**config.mk**
```make
export PLATFORM = sky130hd
export DESIGN_NAME = rc4_ksa_engine
export DESIGN_NICKNAME = d
export VERILOG_FILES = /design/src/rtl/rc4_pkg.sv /design/src/rtl/rc4_key_sched.sv /design/src/rtl/rc4_ksa_engine.sv
export SDC_FILE = /design/constraint.sdc
export NUM_CORES = 1
export LEC_CHECK = 0
export BUFFER_PORTS_ARGS = -buffer_cell sky130_fd_sc_hd__clkbuf_2
export CAP_MARGIN = 20
export CORE_ASPECT_RATIO = 2
export CORE_UTILIZATION = 50
export DETAILED_ROUTE_END_ITERATION = 10
export GPL_ROUTABILITY_DRIVEN = 1
export GPL_TIMING_DRIVEN = 1
export HOLD_SLACK_MARGIN = 0.03
export PLACE_DENSITY = 0.7
export RECOVER_POWER = 25
export REMOVE_ABC_BUFFERS = 1
export SYNTH_ARGS = -nofsm -noshare
export SYNTH_HDL_FRONTEND = slang
export SYNTH_SLANG_ARGS = --single-unit
```
**constraint.sdc**
```tcl
create_clock -name clk -period 5.7 [get_ports clk]
set_input_delay 0.285 -clock clk [delete_from_list [all_inputs] [get_ports clk]]
set_output_delay 0.285 -clock clk [all_outputs]
set_load 0.03 [all_outputs]
```
**src/rtl/rc4_pkg.sv**
```systemverilog
// -----------------------------------------------------------------------------
// rc4_pkg
// Shared definitions for the RC4 key-scheduling engine:
//   - default values for the engine parameters (S-box width, key length,
//     RAM read latency)
//   - ksa_state_e, the engine's FSM state type
//   - key_byte(), which selects byte k of a secret key whose byte 0 sits in
//     the most significant byte position
// No ports (package).
// -----------------------------------------------------------------------------
package rc4_pkg;

  localparam int DEF_ADDR_W    = 8;
  localparam int DEF_KEY_BYTES = 3;
  localparam int DEF_RD_LAT    = 2;

  // key_byte() works on a key zero-extended to this width, so keys up to
  // KEY_MAX_BYTES bytes long are supported.
  localparam int KEY_MAX_BYTES = 32;
  localparam int KEY_MAX_W     = KEY_MAX_BYTES * 8;
  localparam int KEY_SEL_W     = $clog2(KEY_MAX_W);

  typedef enum logic [3:0] {
    IDLE    = 4'd0,
    INIT    = 4'd1,
    RD_SI   = 4'd2,
    WAIT_SI = 4'd3,
    RD_SJ   = 4'd4,
    WAIT_SJ = 4'd5,
    WR_I    = 4'd6,
    WR_J    = 4'd7,
    DONE    = 4'd8
  } ksa_state_e;

  // Byte kidx of an nbytes-long key; byte 0 is the most significant byte.
  // The key must be passed zero-extended to KEY_MAX_W bits.
  function automatic logic [7:0] key_byte(input logic [KEY_MAX_W-1:0] key,
                                          input logic [7:0]           kidx,
                                          input logic [7:0]           nbytes);
    logic [KEY_SEL_W-1:0] sel;
    sel = KEY_SEL_W'((nbytes - kidx - 8'd1) * 8'd8);
    return key[sel +: 8];
  endfunction

endpackage

```
**src/rtl/rc4_key_sched.sv**
```systemverilog
// -----------------------------------------------------------------------------
// rc4_key_sched
// Holds the engine's private copy of the secret key and walks through its
// bytes, one per KSA iteration, wrapping after the last byte.
// Ports:
//   clk       in   clock
//   i_rst_n   in   async active-low reset
//   i_load    in   capture i_key and restart at byte 0
//   i_adv     in   step to the next key byte (wraps to 0 after the last)
//   i_key     in   KEY_BYTES*8  secret key, byte 0 in the MSB byte
//   o_kbyte   out  ADDR_W       current key byte resized to the S-box width
//                               (truncated to the low bits when ADDR_W < 8)
// -----------------------------------------------------------------------------
module rc4_key_sched
  import rc4_pkg::*;
#(
  parameter int ADDR_W    = DEF_ADDR_W,
  parameter int KEY_BYTES = DEF_KEY_BYTES
) (
  input  logic                   clk,
  input  logic                   i_rst_n,
  input  logic                   i_load,
  input  logic                   i_adv,
  input  logic [KEY_BYTES*8-1:0] i_key,
  output logic [ADDR_W-1:0]      o_kbyte
);

  localparam int KIDX_W = (KEY_BYTES > 1) ? $clog2(KEY_BYTES) : 1;
  localparam logic [KIDX_W-1:0] KIDX_LAST = KIDX_W'(KEY_BYTES - 1);

  logic [KEY_BYTES*8-1:0] r_key;
  logic [KIDX_W-1:0]      r_kidx;
  logic [7:0]             w_byte;

  // Key latch and wrapping byte index; a compare-and-clear avoids a modulo.
  always_ff @(posedge clk or negedge i_rst_n) begin
    if (!i_rst_n) begin
      r_key  <= '0;
      r_kidx <= '0;
    end else if (i_load) begin
      r_key  <= i_key;
      r_kidx <= '0;
    end else if (i_adv) begin
      r_kidx <= (r_kidx == KIDX_LAST) ? '0 : (r_kidx + KIDX_W'(1));
    end else begin
      r_kidx <= r_kidx;
    end
  end

  assign w_byte  = key_byte(KEY_MAX_W'(r_key), 8'(r_kidx), 8'(KEY_BYTES));
  assign o_kbyte = ADDR_W'(w_byte);

endmodule

```
**src/rtl/rc4_ksa_engine.sv**
```systemverilog
// -----------------------------------------------------------------------------
// rc4_ksa_engine
// RC4 key-scheduling engine driving a single-port S-box RAM. On start it
// optionally fills S[i]=i, then runs the KSA shuffle:
//   for i in 0..N-1: j = j + S[i] + key[i mod KEY_BYTES]; swap S[i], S[j]
// Each iteration is RD_SI, WAIT_SI x RD_LAT, RD_SJ, WAIT_SJ x RD_LAT, WR_I,
// WR_J, i.e. 2*RD_LAT+4 cycles. All outputs are registered, so the RAM sees
// each access one cycle after the state that issues it.
// Ports:
//   clk             in   system clock
//   master_reset_n  in   async active-low reset
//   start           in   level request; the run continues while high and
//                        aborts to IDLE if it drops before DONE
//   do_init         in   sampled with start: 1 = fill S[i]=i first
//   key             in   KEY_BYTES*8 secret key, byte 0 in the MSB byte
//   mem_data        in   ADDR_W  RAM read data
//   address_out     out  ADDR_W  RAM address
//   data_out        out  ADDR_W  RAM write data
//   write_out       out  RAM write enable, one cycle per write
//   busy            out  high from the first RAM access until DONE
//   done            out  high in DONE while start stays high
// -----------------------------------------------------------------------------
module rc4_ksa_engine
  import rc4_pkg::*;
#(
  parameter int ADDR_W    = DEF_ADDR_W,
  parameter int KEY_BYTES = DEF_KEY_BYTES,
  parameter int RD_LAT    = DEF_RD_LAT
) (
  input  logic                   clk,
  input  logic                   master_reset_n,
  input  logic                   start,
  input  logic                   do_init,
  input  logic [KEY_BYTES*8-1:0] key,
  input  logic [ADDR_W-1:0]      mem_data,
  output logic [ADDR_W-1:0]      address_out,
  output logic [ADDR_W-1:0]      data_out,
  output logic                   write_out,
  output logic                   busy,
  output logic                   done
);

  localparam int CNT_W = (RD_LAT > 1) ? $clog2(RD_LAT) : 1;
  localparam logic [CNT_W-1:0]  CNT_LOAD = CNT_W'(RD_LAT - 1);
  localparam logic [ADDR_W-1:0] IDX_LAST = {ADDR_W{1'b1}};

  ksa_state_e        r_state;
  logic [ADDR_W-1:0] r_i;
  logic [ADDR_W-1:0] r_j;
  logic [ADDR_W-1:0] r_si;
  logic [ADDR_W-1:0] r_sj;
  logic [CNT_W-1:0]  r_cnt;
  logic [ADDR_W-1:0] r_addr;
  logic [ADDR_W-1:0] r_data;
  logic              r_wr;
  logic              r_busy;
  logic              r_done;

  logic              w_key_load;
  logic              w_key_adv;
  logic [ADDR_W-1:0] w_kbyte;

  // The key is captured when a run is accepted and steps once per completed
  // iteration; an abort (start low) must not advance it.
  assign w_key_load = (r_state == IDLE) && start;
  assign w_key_adv  = (r_state == WR_J) && start;

  rc4_key_sched #(
    .ADDR_W    (ADDR_W),
    .KEY_BYTES (KEY_BYTES)
  ) u_key_sched (
    .clk     (clk),
    .i_rst_n (master_reset_n),
    .i_load  (w_key_load),
    .i_adv   (w_key_adv),
    .i_key   (key),
    .o_kbyte (w_kbyte)
  );

  // Main FSM: sequences the S-box fill and the KSA read/read/write/write
  // iterations and owns every registered RAM and status output.
  always_ff @(posedge clk or negedge master_reset_n) begin
    if (!master_reset_n) begin
      r_state <= IDLE;
      r_i     <= '0;
      r_j     <= '0;
      r_si    <= '0;
      r_sj    <= '0;
      r_cnt   <= '0;
      r_addr  <= '0;
      r_data  <= '0;
      r_wr    <= 1'b0;
      r_busy  <= 1'b0;
      r_done  <= 1'b0;
    end else if (!start && (r_state != IDLE) && (r_state != DONE)) begin
      // Abort mid-run; the RAM is left partially shuffled.
      r_state <= IDLE;
      r_addr  <= '0;
      r_data  <= '0;
      r_wr    <= 1'b0;
      r_busy  <= 1'b0;
      r_done  <= 1'b0;
    end else begin
      case (r_state)
        IDLE: begin
          r_addr <= '0;
          r_data <= '0;
          r_wr   <= 1'b0;
          r_done <= 1'b0;
          if (start) begin
            r_i     <= '0;
            r_j     <= '0;
            r_busy  <= 1'b1;
            r_state <= do_init ? INIT : RD_SI;
          end else begin
            r_busy  <= 1'b0;
          end
        end
        INIT: begin
          // One identity write per cycle; r_i wraps back to 0 after the last.
          r_addr <= r_i;
          r_data <= r_i;
          r_wr   <= 1'b1;
          r_i    <= r_i + ADDR_W'(1);
          if (r_i == IDX_LAST) begin
            r_state <= RD_SI;
          end
        end
        RD_SI: begin
          r_addr  <= r_i;
          r_data  <= '0;
          r_wr    <= 1'b0;
          r_cnt   <= CNT_LOAD;
          r_state <= WAIT_SI;
        end
        WAIT_SI: begin
          // Address is held stable for the whole read latency.
          if (r_cnt == '0) begin
            r_si    <= mem_data;
            r_j     <= r_j + mem_data + w_kbyte;
            r_state <= RD_SJ;
          end else begin
            r_cnt   <= r_cnt - CNT_W'(1);
          end
        end
        RD_SJ: begin
          r_addr  <= r_j;
          r_cnt   <= CNT_LOAD;
          r_state <= WAIT_SJ;
        end
        WAIT_SJ: begin
          if (r_cnt == '0) begin
            r_sj    <= mem_data;
            r_state <= WR_I;
          end else begin
            r_cnt   <= r_cnt - CNT_W'(1);
          end
        end
        WR_I: begin
          r_addr  <= r_i;
          r_data  <= r_sj;
          r_wr    <= 1'b1;
          r_state <= WR_J;
        end
        WR_J: begin
          // When i==j this second write lands on the same word and leaves
          // S[i]=si, which is the correct swap result.
          r_addr <= r_j;
          r_data <= r_si;
          r_wr   <= 1'b1;
          r_i    <= r_i + ADDR_W'(1);
          if (r_i == IDX_LAST) begin
            r_busy  <= 1'b0;
            r_done  <= 1'b1;
            r_state <= DONE;
          end else begin
            r_state <= RD_SI;
          end
        end
        DONE: begin
          r_addr <= '0;
          r_data <= '0;
          r_wr   <= 1'b0;
          r_busy <= 1'b0;
          if (start) begin
            r_done  <= 1'b1;
          end else begin
            r_done  <= 1'b0;
            r_state <= IDLE;
          end
        end
        default: begin
          r_state <= IDLE;
          r_addr  <= '0;
          r_data  <= '0;
          r_wr    <= 1'b0;
          r_busy  <= 1'b0;
          r_done  <= 1'b0;
        end
      endcase
    end
  end

  assign address_out = r_addr;
  assign data_out    = r_data;
  assign write_out   = r_wr;
  assign busy        = r_busy;
  assign done        = r_done;

endmodule

```
==> reports/metrics.cfg <==
[sta]
fin_crit_sh_pct = 65.7
final-setup-viol-count = 0
skew_ps = 6.77
max_freq_mhz = 267
slew_headroom_pct = -29.2
final-max-slew-violation-count = 35
fin_crit_ps = 3740
finalHoldViolCount = 0
tns_ps = 0
worst_pin_slew_ps = 1940
rsz0062_at_grt = no

[routing]
ant_nets = 0
detail_route.first_pass.iterations = 4
via_per_inst = 5.77
routed_wl_um = 10200
wire_per_inst_um = 17.2
drt_iter0_drc = 187
dr_total_vias = 3419
drc = 0

[clock_tree]
cts.sinks = 82
cts_setup_buffers = 0
clk_latency_ps = 330
clkTransAtPathRegs_ps = 60
htreeDepth = 3
numCtsBuffers = 9
cts_resized = 0
clockBufferDepth = 2
cts_root_buf = clkbuf_16
cts_tree = yes

[grt]
grt_pass1_vias = 3525
grt_pass1_wl_um = 16900
antenna_found_initial = 0
grt_use_total_pct = 25.6
grt_max_degree = 83
overflow = 0

[min_path]
hold_class = primary input to flip-flop

[logic_synthesis]
synthFlopType = dfrtp_1
synth.distinct_cells = 57
synth_area_leader_cell = dfrtp_1
synth_commonest_cells = 99 x nand2_1, 82 x dfrtp_1, 38 x nor2_1, 28 x o21ai_0, 25 x a21oi_1
synth_top_area_share_pct = 47.3
synth-seq-cells = 82
synth_most_common_cell = nand2_1
yosys_warnings = 0
async_flop_share_pct = 100
avgSynthCellArea_sq_um = 9.70
synth_area_sq_um = 4340
postSynthCellCount = 447
synth-seq-area-share_pct = 47.3
synth_edf_count = 0
synthTopCellsByArea = dfrtp_1 47%, nand2_1 8.6%, fa_1 3.7%

[die]
io_pins = 55
dieArea_sq_um = 9070
row_count = 47
fp.coreArea_sq_um = 8350
start_util_pct = 51.9
die_h_um = 134
die_x_um = 67.8

[job]
max-cap-violations = 1

[power]
p_leak_nw = 2.44
power.density_nw_per_um2 = 447
ir_worst_vdd_mv = 0.235
total_power_mw = 2.20

[worst_setup_path]
cp-end-kind = flip-flop
criticalPathCategory = flip-flop to flip-flop
start_kind = flip-flop
cp_data_arrival_time_ps = 3950
required_ps = 5910
crit_fanout = 13

[place]
hpwl_um = 7500
port_buffers = 54
routabilityCongestion = 0.936

[layout]
n_antenna_cell = 0
layout.nets = 545
drive_above_1_share_pct = 19.4
n_fill_cell = 749
area_growth_pct = 13.4

[run_status]
outcome = finished, violations left
violations = max-capacitance violations, max-slew violations

-- through the flow --
stage	hold slack (ps)	std cells	cell area, sq um	utilization, %	setup WS (ps)
after floorplan	-10.6	423	4210	-	2370
after CTS	131	591	4880	58.5	1980
after detailed placement	462	576	4610	55.3	1980
after global routing	138	593	4920	58.9	1700
final	138	593	4920	58.9	1960
after global placement	460	576	4610	55.3	2110
-- kinds of logic after synthesis --
kind of cell	synth area share [%]
mux	7.16
flops	47.3
buf+inv	3.69
simple gates	17.5
xor+xnor	1.99
compound gates	15.8
fa+ha+maj	6.58
-- sequential cells by signal, indices dropped and copies added, names as in the netlist --
register,flops
r_si,8
address_out,8
u_key_sched.r_kidx,2
r_i,8
done,1
r_cnt,1
data_out,8
r_state,4
r_sj,8
write_out,1
u_key_sched.r_key,24
busy,1
r_j,8
-- worst max-delay path, stage by stage (launching register included) --
cell,delay [ps]
dfrtp_1,560
inv_1,110
ha_1,590
mux2i_1,240
nor2_1,60
a21oi_1,120
nor2_1,70
fa_1,500
ha_1,200
inv_1,70
fa_1,390
nor2b_1,210
o31ai_1,120
a21oi_1,160
xnor2_1,130
o21ai_0,80
-- metal layers --
metal	vias to the layer above	track usage [%]	share of wire [%]
met5	-	0	0
met4	0	16.8	5.8
met3	36	5.31	3.5
met2	105	44.6	55
met1	1643	26.3	36
li1	1635	-	-
-- timing repair --
| action | in CTS | in global routing |
|---|---|---|
| endpoints found under the setup margin | 0 | 0 |
| hold buffers | 0 | 1 |
| hold endpoints to repair | 0 | 34 |
-- cells in the final DEF (no fill, tap or decap), types with 2 or more instances in the layout --
cell / count
nand2_1: 99
dfrtp_1: 82
clkbuf_2: 53
nor2_1: 37
o21ai_0: 28
a21oi_1: 25
a22o_1: 16
mux2i_1: 10
nand3_1: 10
ha_1: 10
inv_1: 9
clkbuf_16: 9
mux2_4: 8
mux2_2: 8
fa_1: 8
a22oi_1: 7
o31ai_1: 6
nor3_1: 4
xor2_1: 4
xnor2_1: 4
and2_1: 3
or3_1: 3
a211oi_1: 3
clkinv_2: 3
nand2b_1: 2
a21o_1: 2
or2_2: 2
nor2_2: 2
and3_1: 2
o211ai_1: 2
nor2b_1: 2
o41ai_1: 2
-- cell type report --
cell class / count / area (sq um) / area share (%)
timing repair buffer: 57 / 314 / 6.39
tap: 98 / 123 / 2.49
clock inverter: 5 / 31.3 / 0.636
inverter: 9 / 33.8 / 0.687
sequential: 82 / 2050 / 41.7
clock buffer: 10 / 239 / 4.86
multi-input combinational: 332 / 2130 / 43.2
-- power breakdown --
| group | switching, mW | total [mW] | leakage [nW] | internal [mW] |
|---|---|---|---|---|
| Sequential | 0.160 | 0.912 | 1.08 | 0.752 |
| Combinational | 0.433 | 0.759 | 1.22 | 0.326 |
| Clock | 0.226 | 0.529 | 0.134 | 0.303 |
| Total | 0.820 | 2.20 | 2.44 | 1.38 |
-- worst paths after layout --
| kind | start | to | slack [ps] | cells after the start |
|---|---|---|---|---|
| max | u_key_sched.r_kidx[0] | r_j[7] | 1960 | 15 |
| min | key[12] | u_key_sched.r_key[12] | 140 | 3 |
| max reg2reg | u_key_sched.r_kidx[0] | r_j[7] | 1960 | 15 |
| min reg2reg | data_out[2] | data_out[2] | 480 | 2 |
| max in group asynchronous | master_reset_n | address_out[4] | 3560 | 2 |
| min in group asynchronous | master_reset_n | u_key_sched.r_key[16] | 1030 | 2 |
(Power assumes the default switching activity.)
